## src/rtl/m_dmem_responder_pkg.sv

```systemverilog
// -----------------------------------------------------------------------------
// m_dmem_responder_pkg
//  Shared definitions for the data-memory responder: FSM state encoding,
//  the latency ceiling imposed by the 4-bit wait counter, and the address
//  fault check used on the accept path.
// -----------------------------------------------------------------------------
package m_dmem_responder_pkg;

   // Largest LATENCY the 4-bit counter can express without wrapping.
   localparam int LAT_MAX = 15;

   typedef enum logic [1:0] {
      ST_IDLE = 2'd0,
      ST_WAIT = 2'd1,
      ST_RESP = 2'd2
   } state_e;

   // Access fault: not word aligned, or word index beyond the array.
   function automatic logic f_addr_fault(input logic [31:0] addr, input int unsigned depth);
      logic [31:0] word_idx;
      word_idx = {2'b00, addr[31:2]};
      return (addr[1:0] != 2'b00) || (word_idx >= depth);
   endfunction

endpackage

```

## src/rtl/m_dmem_responder_if.sv

```systemverilog
// -----------------------------------------------------------------------------
// m_dmem_responder_if
//  Load/store request + response handshake between the pipeline's MA stage
//  (master) and the memory responder (slave).
//  Request : w_req_valid, w_req_ready, w_req_we, w_req_addr[31:0], w_req_wdata[31:0]
//  Response: r_rsp_valid, w_rsp_ready, r_rsp_rdata[31:0], r_rsp_err
// -----------------------------------------------------------------------------
interface m_dmem_responder_if;
   logic        w_req_valid;
   logic        w_req_ready;
   logic        w_req_we;
   logic [31:0] w_req_addr;
   logic [31:0] w_req_wdata;
   logic        r_rsp_valid;
   logic        w_rsp_ready;
   logic [31:0] r_rsp_rdata;
   logic        r_rsp_err;

   modport master (
      output w_req_valid, w_req_we, w_req_addr, w_req_wdata, w_rsp_ready,
      input  w_req_ready, r_rsp_valid, r_rsp_rdata, r_rsp_err
   );

   modport slave (
      input  w_req_valid, w_req_we, w_req_addr, w_req_wdata, w_rsp_ready,
      output w_req_ready, r_rsp_valid, r_rsp_rdata, r_rsp_err
   );
endinterface

```

## src/rtl/m_dmem_responder_array.sv

```systemverilog
// -----------------------------------------------------------------------------
// m_dmem_responder_array
//  DEPTH x 32-bit single-port storage: synchronous write, asynchronous read,
//  contents zero at time 0.
//  Ports: w_clock (clock), i_we (write enable), i_addr[AW-1:0] (word index),
//         i_wdata[31:0] (write data), o_rdata[31:0] (read data at i_addr)
// -----------------------------------------------------------------------------
module m_dmem_responder_array #(
   parameter int DEPTH = 64,
   parameter int AW    = $clog2(DEPTH)
) (
   input  logic          w_clock,
   input  logic          i_we,
   input  logic [AW-1:0] i_addr,
   input  logic [31:0]   i_wdata,
   output logic [31:0]   o_rdata
);

   // NOTE: storage has no reset port; contents survive w_reset and are only
   // zeroed by the power-up initial value, so it maps onto plain RAM.
   logic [31:0] r_mem [DEPTH] = '{default: '0};

   always_ff @(posedge w_clock) begin
      if (i_we) r_mem[i_addr] <= i_wdata;
   end

   assign o_rdata = r_mem[i_addr];

endmodule

```

## src/rtl/m_dmem_responder.sv

```systemverilog
// -----------------------------------------------------------------------------
// m_dmem_responder
//  Memory-side responder for the core's load/store port. Accepts one request
//  at a time, commits stores / reads loads on the accept edge, and presents
//  the response LATENCY edges later, held until the initiator takes it.
//  Ports: w_clock (clock), w_reset (sync, active-high reset),
//         bus (m_dmem_responder_if.slave: request and response handshake)
//  Parameters: DEPTH (words, power of 2, 4..1024), LATENCY (1..15)
//  Build option: DMEM_RSP_BACK2BACK_EN -- accept a new request on the same
//    edge that a response is handed off, removing the idle bubble.
// -----------------------------------------------------------------------------
module m_dmem_responder
   import m_dmem_responder_pkg::*;
#(
   parameter int DEPTH   = 64,
   parameter int LATENCY = 2
) (
   input  logic                 w_clock,
   input  logic                 w_reset,
   m_dmem_responder_if.slave    bus
);

   localparam int AW = $clog2(DEPTH);

   state_e      r_state, w_state_nxt;
   logic [3:0]  r_cnt, w_cnt_nxt;
   logic        r_rsp_valid;
   logic [31:0] r_rsp_rdata;
   logic        r_rsp_err;

   logic        w_req_ready;
   logic        w_accept;
   logic        w_fault;
   logic        w_hs;
   logic        w_mem_we;
   logic [31:0] w_mem_rdata;

   assign w_fault  = f_addr_fault(bus.w_req_addr, DEPTH);
   assign w_hs     = r_rsp_valid & bus.w_rsp_ready;

`ifdef DMEM_RSP_BACK2BACK_EN
   assign w_req_ready = (r_state == ST_IDLE) | ((r_state == ST_RESP) & w_hs);
`else
   assign w_req_ready = (r_state == ST_IDLE);
`endif

   assign w_accept = w_req_ready & bus.w_req_valid;
   // Faulting stores must not touch the array: the truncated index would alias.
   assign w_mem_we = w_accept & bus.w_req_we & ~w_fault;

   m_dmem_responder_array #(.DEPTH(DEPTH), .AW(AW)) u_array (
      .w_clock (w_clock),
      .i_we    (w_mem_we),
      .i_addr  (bus.w_req_addr[AW+1:2]),
      .i_wdata (bus.w_req_wdata),
      .o_rdata (w_mem_rdata)
   );

   // NOTE: every variable gets a default before the case so no path leaves
   // it unassigned, which would otherwise infer a latch.
   always_comb begin
      w_state_nxt = r_state;
      w_cnt_nxt   = r_cnt;
      case (r_state)
         ST_WAIT: begin
            w_cnt_nxt = r_cnt - 4'd1;
            if (r_cnt == 4'd1) w_state_nxt = ST_RESP;
         end
         ST_RESP: if (w_hs) w_state_nxt = ST_IDLE;
         ST_IDLE: ;
         default: w_state_nxt = ST_IDLE;
      endcase
      // An accept (from IDLE, or from RESP on the hand-off edge) overrides.
      if (w_accept) begin
         w_cnt_nxt   = 4'(LATENCY - 1);
         w_state_nxt = (LATENCY == 1) ? ST_RESP : ST_WAIT;
      end
   end

   // NOTE: state is updated with non-blocking assignments so every register
   // samples pre-edge values, independent of statement order.
   always_ff @(posedge w_clock) begin
      if (w_reset) begin
         r_state     <= ST_IDLE;
         r_cnt       <= '0;
         r_rsp_valid <= 1'b0;
         r_rsp_rdata <= '0;
         r_rsp_err   <= 1'b0;
      end else begin
         r_state <= w_state_nxt;
         r_cnt   <= w_cnt_nxt;
         // r_rsp_valid trails entry into RESP by one edge; that edge is the
         // final latency cycle, giving accept-to-valid of exactly LATENCY edges.
         r_rsp_valid <= (r_state == ST_RESP) & ~w_hs;
         if (w_accept) begin
            r_rsp_err   <= w_fault;
            r_rsp_rdata <= (bus.w_req_we | w_fault) ? '0 : w_mem_rdata;
         end
      end
   end

   assign bus.w_req_ready = w_req_ready;
   assign bus.r_rsp_valid = r_rsp_valid;
   assign bus.r_rsp_rdata = r_rsp_rdata;
   assign bus.r_rsp_err   = r_rsp_err;

endmodule

```

## src/flat_wrapper.sv

```systemverilog
// flat-port wrapper written by rule: the top's interface ports become plain ports
module m_dmem_responder_flat import m_dmem_responder_pkg::*;
#(
   parameter int DEPTH   = 64,
   parameter int LATENCY = 2
)
  (w_clock, w_reset, bus_w_req_valid, bus_w_req_we, bus_w_req_addr, bus_w_req_wdata, bus_w_rsp_ready, bus_w_req_ready, bus_r_rsp_valid, bus_r_rsp_rdata, bus_r_rsp_err);
  m_dmem_responder_if bus_i ();
  input  logic w_clock;
  input  logic w_reset;
  input wire logic [$bits(bus_i.w_req_valid)-1:0] bus_w_req_valid;
  input wire logic [$bits(bus_i.w_req_we)-1:0] bus_w_req_we;
  input wire logic [$bits(bus_i.w_req_addr)-1:0] bus_w_req_addr;
  input wire logic [$bits(bus_i.w_req_wdata)-1:0] bus_w_req_wdata;
  input wire logic [$bits(bus_i.w_rsp_ready)-1:0] bus_w_rsp_ready;
  output wire logic [$bits(bus_i.w_req_ready)-1:0] bus_w_req_ready;
  output wire logic [$bits(bus_i.r_rsp_valid)-1:0] bus_r_rsp_valid;
  output wire logic [$bits(bus_i.r_rsp_rdata)-1:0] bus_r_rsp_rdata;
  output wire logic [$bits(bus_i.r_rsp_err)-1:0] bus_r_rsp_err;
  assign bus_i.w_req_valid = bus_w_req_valid;
  assign bus_i.w_req_we = bus_w_req_we;
  assign bus_i.w_req_addr = bus_w_req_addr;
  assign bus_i.w_req_wdata = bus_w_req_wdata;
  assign bus_i.w_rsp_ready = bus_w_rsp_ready;
  assign bus_w_req_ready = bus_i.w_req_ready;
  assign bus_r_rsp_valid = bus_i.r_rsp_valid;
  assign bus_r_rsp_rdata = bus_i.r_rsp_rdata;
  assign bus_r_rsp_err = bus_i.r_rsp_err;
  m_dmem_responder #(.DEPTH(DEPTH), .LATENCY(LATENCY)) u_core (.w_clock(w_clock), .w_reset(w_reset), .bus(bus_i));
endmodule
```

## config.mk

```make
export PLATFORM = sky130hd
export DESIGN_NAME = m_dmem_responder_flat
export DESIGN_NICKNAME = d
export VERILOG_FILES = /design/src/rtl/m_dmem_responder_pkg.sv /design/src/rtl/m_dmem_responder_if.sv /design/src/rtl/m_dmem_responder_array.sv /design/src/rtl/m_dmem_responder.sv /design/src/flat_wrapper.sv
export SDC_FILE = /design/constraint.sdc
export NUM_CORES = 2
export LEC_CHECK = 0
export CORE_MARGIN = 2
export CORE_UTILIZATION = 25
export CTS_CLUSTER_DIAMETER = 60
export CTS_CLUSTER_SIZE = 20
export DETAILED_ROUTE_END_ITERATION = 7
export PLACE_DENSITY = 0.48
export RECOVER_POWER = 25
export SLEW_MARGIN = 20
export SYNTH_ARGS = -nofsm -noshare
export SYNTH_HDL_FRONTEND = slang
export SYNTH_HIERARCHICAL = 1
export SYNTH_SLANG_ARGS = --single-unit
export TNS_END_PERCENT = 1
```

## constraint.sdc

```tcl
create_clock -name w_clock -period 4.05 [get_ports w_clock]
set_input_delay 1.0125 -clock w_clock [delete_from_list [all_inputs] [get_ports w_clock]]
set_output_delay 1.0125 -clock w_clock [all_outputs]
set_load 0.01 [all_outputs]
```

==> key figures <==
Die
  • Die area: 323000 µm²
  • Site Rows: 207
  • Boundary Pins: 104
  • Core area: around 320000 µm²
  • Die Wd: around 570 µm
  • Initial Utilization: 25.1%
  • Die height: 569 µm

Logic synthesis
  • Synth Instances: 4332
  • #FFs+latches synth: around 2100
  • Number of distinct library cells after synthesis: between 60 and 70
  • Post-synthesis sequential area ratio: between 70% and 80%
  • Synth top area cells: edfxtp_1, mux2i_1, mux4_2, mux2_2, a221oi_1
  • Syn Area/Cell: 18.4 µm²
  • Mapped cell area: 79700 µm²
  • Yosys synthesis warning count: 6
  • Post-synth ARST share: 0%
  • Top cell type's share of synthesized area: 77.2%
  • Synthesized net count: 4403
  • Main synth FF type: edfxtp_1
  • Synth area leader: edfxtp_1
  • Number of enable flip-flop cells after synthesis: a little over 2000

Cells and area
  • Post-layout net count: between 4000 and 5000
  • Fraction of layout cells with a size suffix above 1: 20.9%
  • Most common cell after layout, fill and taps aside: edfxtp_1
  • Post-Layout Inst Area: 95700 µm²
  • Commonest cells after routing, fill and taps aside: edfxtp_1, mux2i_1, buf_4, a22oi_1, buf_12
  • Layout area overhead: 20.0%

Worst setup path
  • CP max stage cell: clkbuf_1
  • Reg2reg start: u_core/u_array/r_mem[21][19]
  • Worst reg2reg setup slack: roughly 1.1 ns
  • Setup CP Type: in -> reg
  • Worst-path fanout max: 64
  • Number of stages on the worst setup path: 2
  • Cells along the critical path: buf_2, clkbuf_1
  • Buf+Inv Stages, Crit Path: 2
  • Crit path from: bus_w_req_wdata[27]
  • CP endpoint: u_core/u_array/r_mem[33][27]
  • CP arrival: 3.55 ns
  • R2R depth: 6
  • Crit path largest cell delay: 2.35 ns
  • CP delay by family, top: buffers and inverters
  • CP endpoint kind: flip-flop
  • Nature of the critical path startpoint: primary input
  • Reg2reg end: u_core/bus.r_rsp_rdata[19]
  • Required @ worst endpoint: 4.19 ns

STA
  • Highest clock rate: ~290 MHz
  • Fin Setup TNS: 0 ns
  • Final worst-path cycle share: 84.1%
  • WHS: 0.490 ns
  • Slew Limit Fails: 1053
  • RSZ-0062 raised after global routing: no
  • Relative slew slack: -126%
  • Worst Skew: 0.0409 ns
  • Hold Fails Final Rpt: 0
  • Final number of setup-violating endpoints: 0
  • Slew @ Worst Pin: about 3.4 ns
  • Post-layout min period: approximately 3.4 ns

Clock network
  • # H-tree levels: 4
  • Longest Clk Path Bufs: 4
  • Cts repair resizes: 0
  • CTS buffer count: 153
  • CTS hold repair buffers: 0
  • CTS Sinks: 2088
  • CTS tree: done
  • CTS root buf: clkbuf_16
  • CTS clk-pin slew, worst paths: 0.08 ns
  • Setup Buffers After CTS: 0
  • Skew-Pair Late Insertion Delay: 0.84 ns

Routing
  • Routed len/inst: 27.3 µm
  • Final antenna-violating net count: 0
  • Via density: a little under 5
  • Vias: 44100
  • DR pass1 iterations: 6
  • Drt drc: 0
  • Routed wire length: 246000 µm
  • First-iteration detailed-routing DRC count: 4835

Global route
  • Vias in the first global route: 43700
  • GRT Util Overall: 14.8%
  • Global route total overflow: 0
  • Initial antenna violation count: 17
  • Wire length of the first global-routing pass: 346000 µm
  • Largest net degree at the start of global routing: 74

Placement
  • DPL Wire Length: about 150000 µm
  • Port bufs: 103
  • Post-DP Area: 90700 µm²
  • GP Congestion: a little over 0.8

Run status
  • Run status: finished, violations left
  • Failing checks: max-capacitance violations, max-slew violations

Worst hold path
  • Hold Path Class: reg -> reg
  • WHS Path Cells: 2

Pwr
  • Design Power: 0.0423 W
  • Pwr dens: 442 nW/µm²
  • VDD IR max: ~0.00034 V
  • Static leakage: 30.0 nW

Run
  • Max Cap Viol: 24
[worst min path at each step]
stage | startpoint | slack [ns] | endpoint
3_5_place_dp | u_core/bus.r_rsp_rdata[28] | 0.48 | u_core/bus.r_rsp_rdata[28]
4_1_cts | u_core/r_state[1] | 0.49 | u_core/bus.r_rsp_valid
6_report | u_core/r_state[1] | 0.49 | u_core/bus.r_rsp_valid
5_1_grt | u_core/bus.r_rsp_rdata[14] | 0.52 | u_core/bus.r_rsp_rdata[14]
3_3_place_gp | u_core/bus.r_rsp_rdata[2] | 0.46 | u_core/bus.r_rsp_rdata[2]
2_1_floorplan | u_core/r_state[0] | 0.45 | u_core/bus.r_rsp_valid
[routing by layer]
layer / GRT usage, % / share of wire (%) / vias to the layer above
li1: - / - / 18800
met1: 21.3 / 45 / 23600
met2: 23.8 / 47 / 1516
met3: 1.80 / 5.6 / 275
met4: 3.36 / 2.3 / 2
met5: 0 / 0.0053 / -
[sequential cells by signal, indices dropped and copies added, names as in the netlist]
signal / cells
u_core/u_array/r_mem: 2048
u_core/bus.r_rsp_rdata: 32
u_core/r_cnt: 4
u_core/r_state: 2
u_core/bus.r_rsp_err: 1
u_core/bus.r_rsp_valid: 1
[where the power goes]
group          internal [W]  switching, W  leakage (nW)
combinational      0.000833       0.00157          8.86
clock               0.00831       0.00787          2.44
sequential           0.0237    0.00000624          18.7
[through the flow]
stage | worst slack, ns | cells | utilization (%)
3_5_place_dp | 0.0257 | 8748 | 28.5
5_1_grt | 0.430 | 9007 | 30.1
4_1_cts | 0.826 | 9004 | 30.1
2_1_floorplan | -0.201 | 4332 | -
3_3_place_gp | 0.0299 | 8748 | 28.5
6_report | 0.644 | 9012 | 30.1
[Yosys cell counts (all sizes together), types with 4 or more instances]
master	number
and3	86
edfxtp	2048
nand3	56
o22a	70
and2	7
o221ai	6
dfxtp	40
o21ai	86
nor2	155
or4	15
mux4	96
mux2	147
o22ai	93
o2bb2ai	15
inv	4
nor3	25
or4b	14
nor4	20
a31oi	43
nand2	33
a22oi	188
a21oi	123
a22o	98
a211oi	19
mux2i	259
nor2b	9
buf	132
a221o	15
a221oi	175
nand2b	18
nand4	4
clkbuf	173
a2111oi	15
a222oi	16
or3	5
[logic make-up after synthesis]
| group | synth area share (%) |
|---|---|
| DFF | 78.2 |
| xor gates and xnor gates | 0.0330 |
| and+or+nand+nor | 3.02 |
| adders and majority gates | 0.0314 |
| muxes | 8.04 |
| buffers and inverters | 1.74 |
| AOI/OAI and AO/OA | 8.97 |
[area by class of cell]
class                   instances  area (µm²)
diodes                          8        20.0
clock buffers                 176        4000
clock inverters                80        1060
fillers                     31000      222000
inverters                       4        22.5
multi-input cells            1935       16600
flip-flops and latches       2088       62300
well taps                    4180        5230
repair buffers                541        6410
Note: power is estimated with default switching activity, not from simulation.
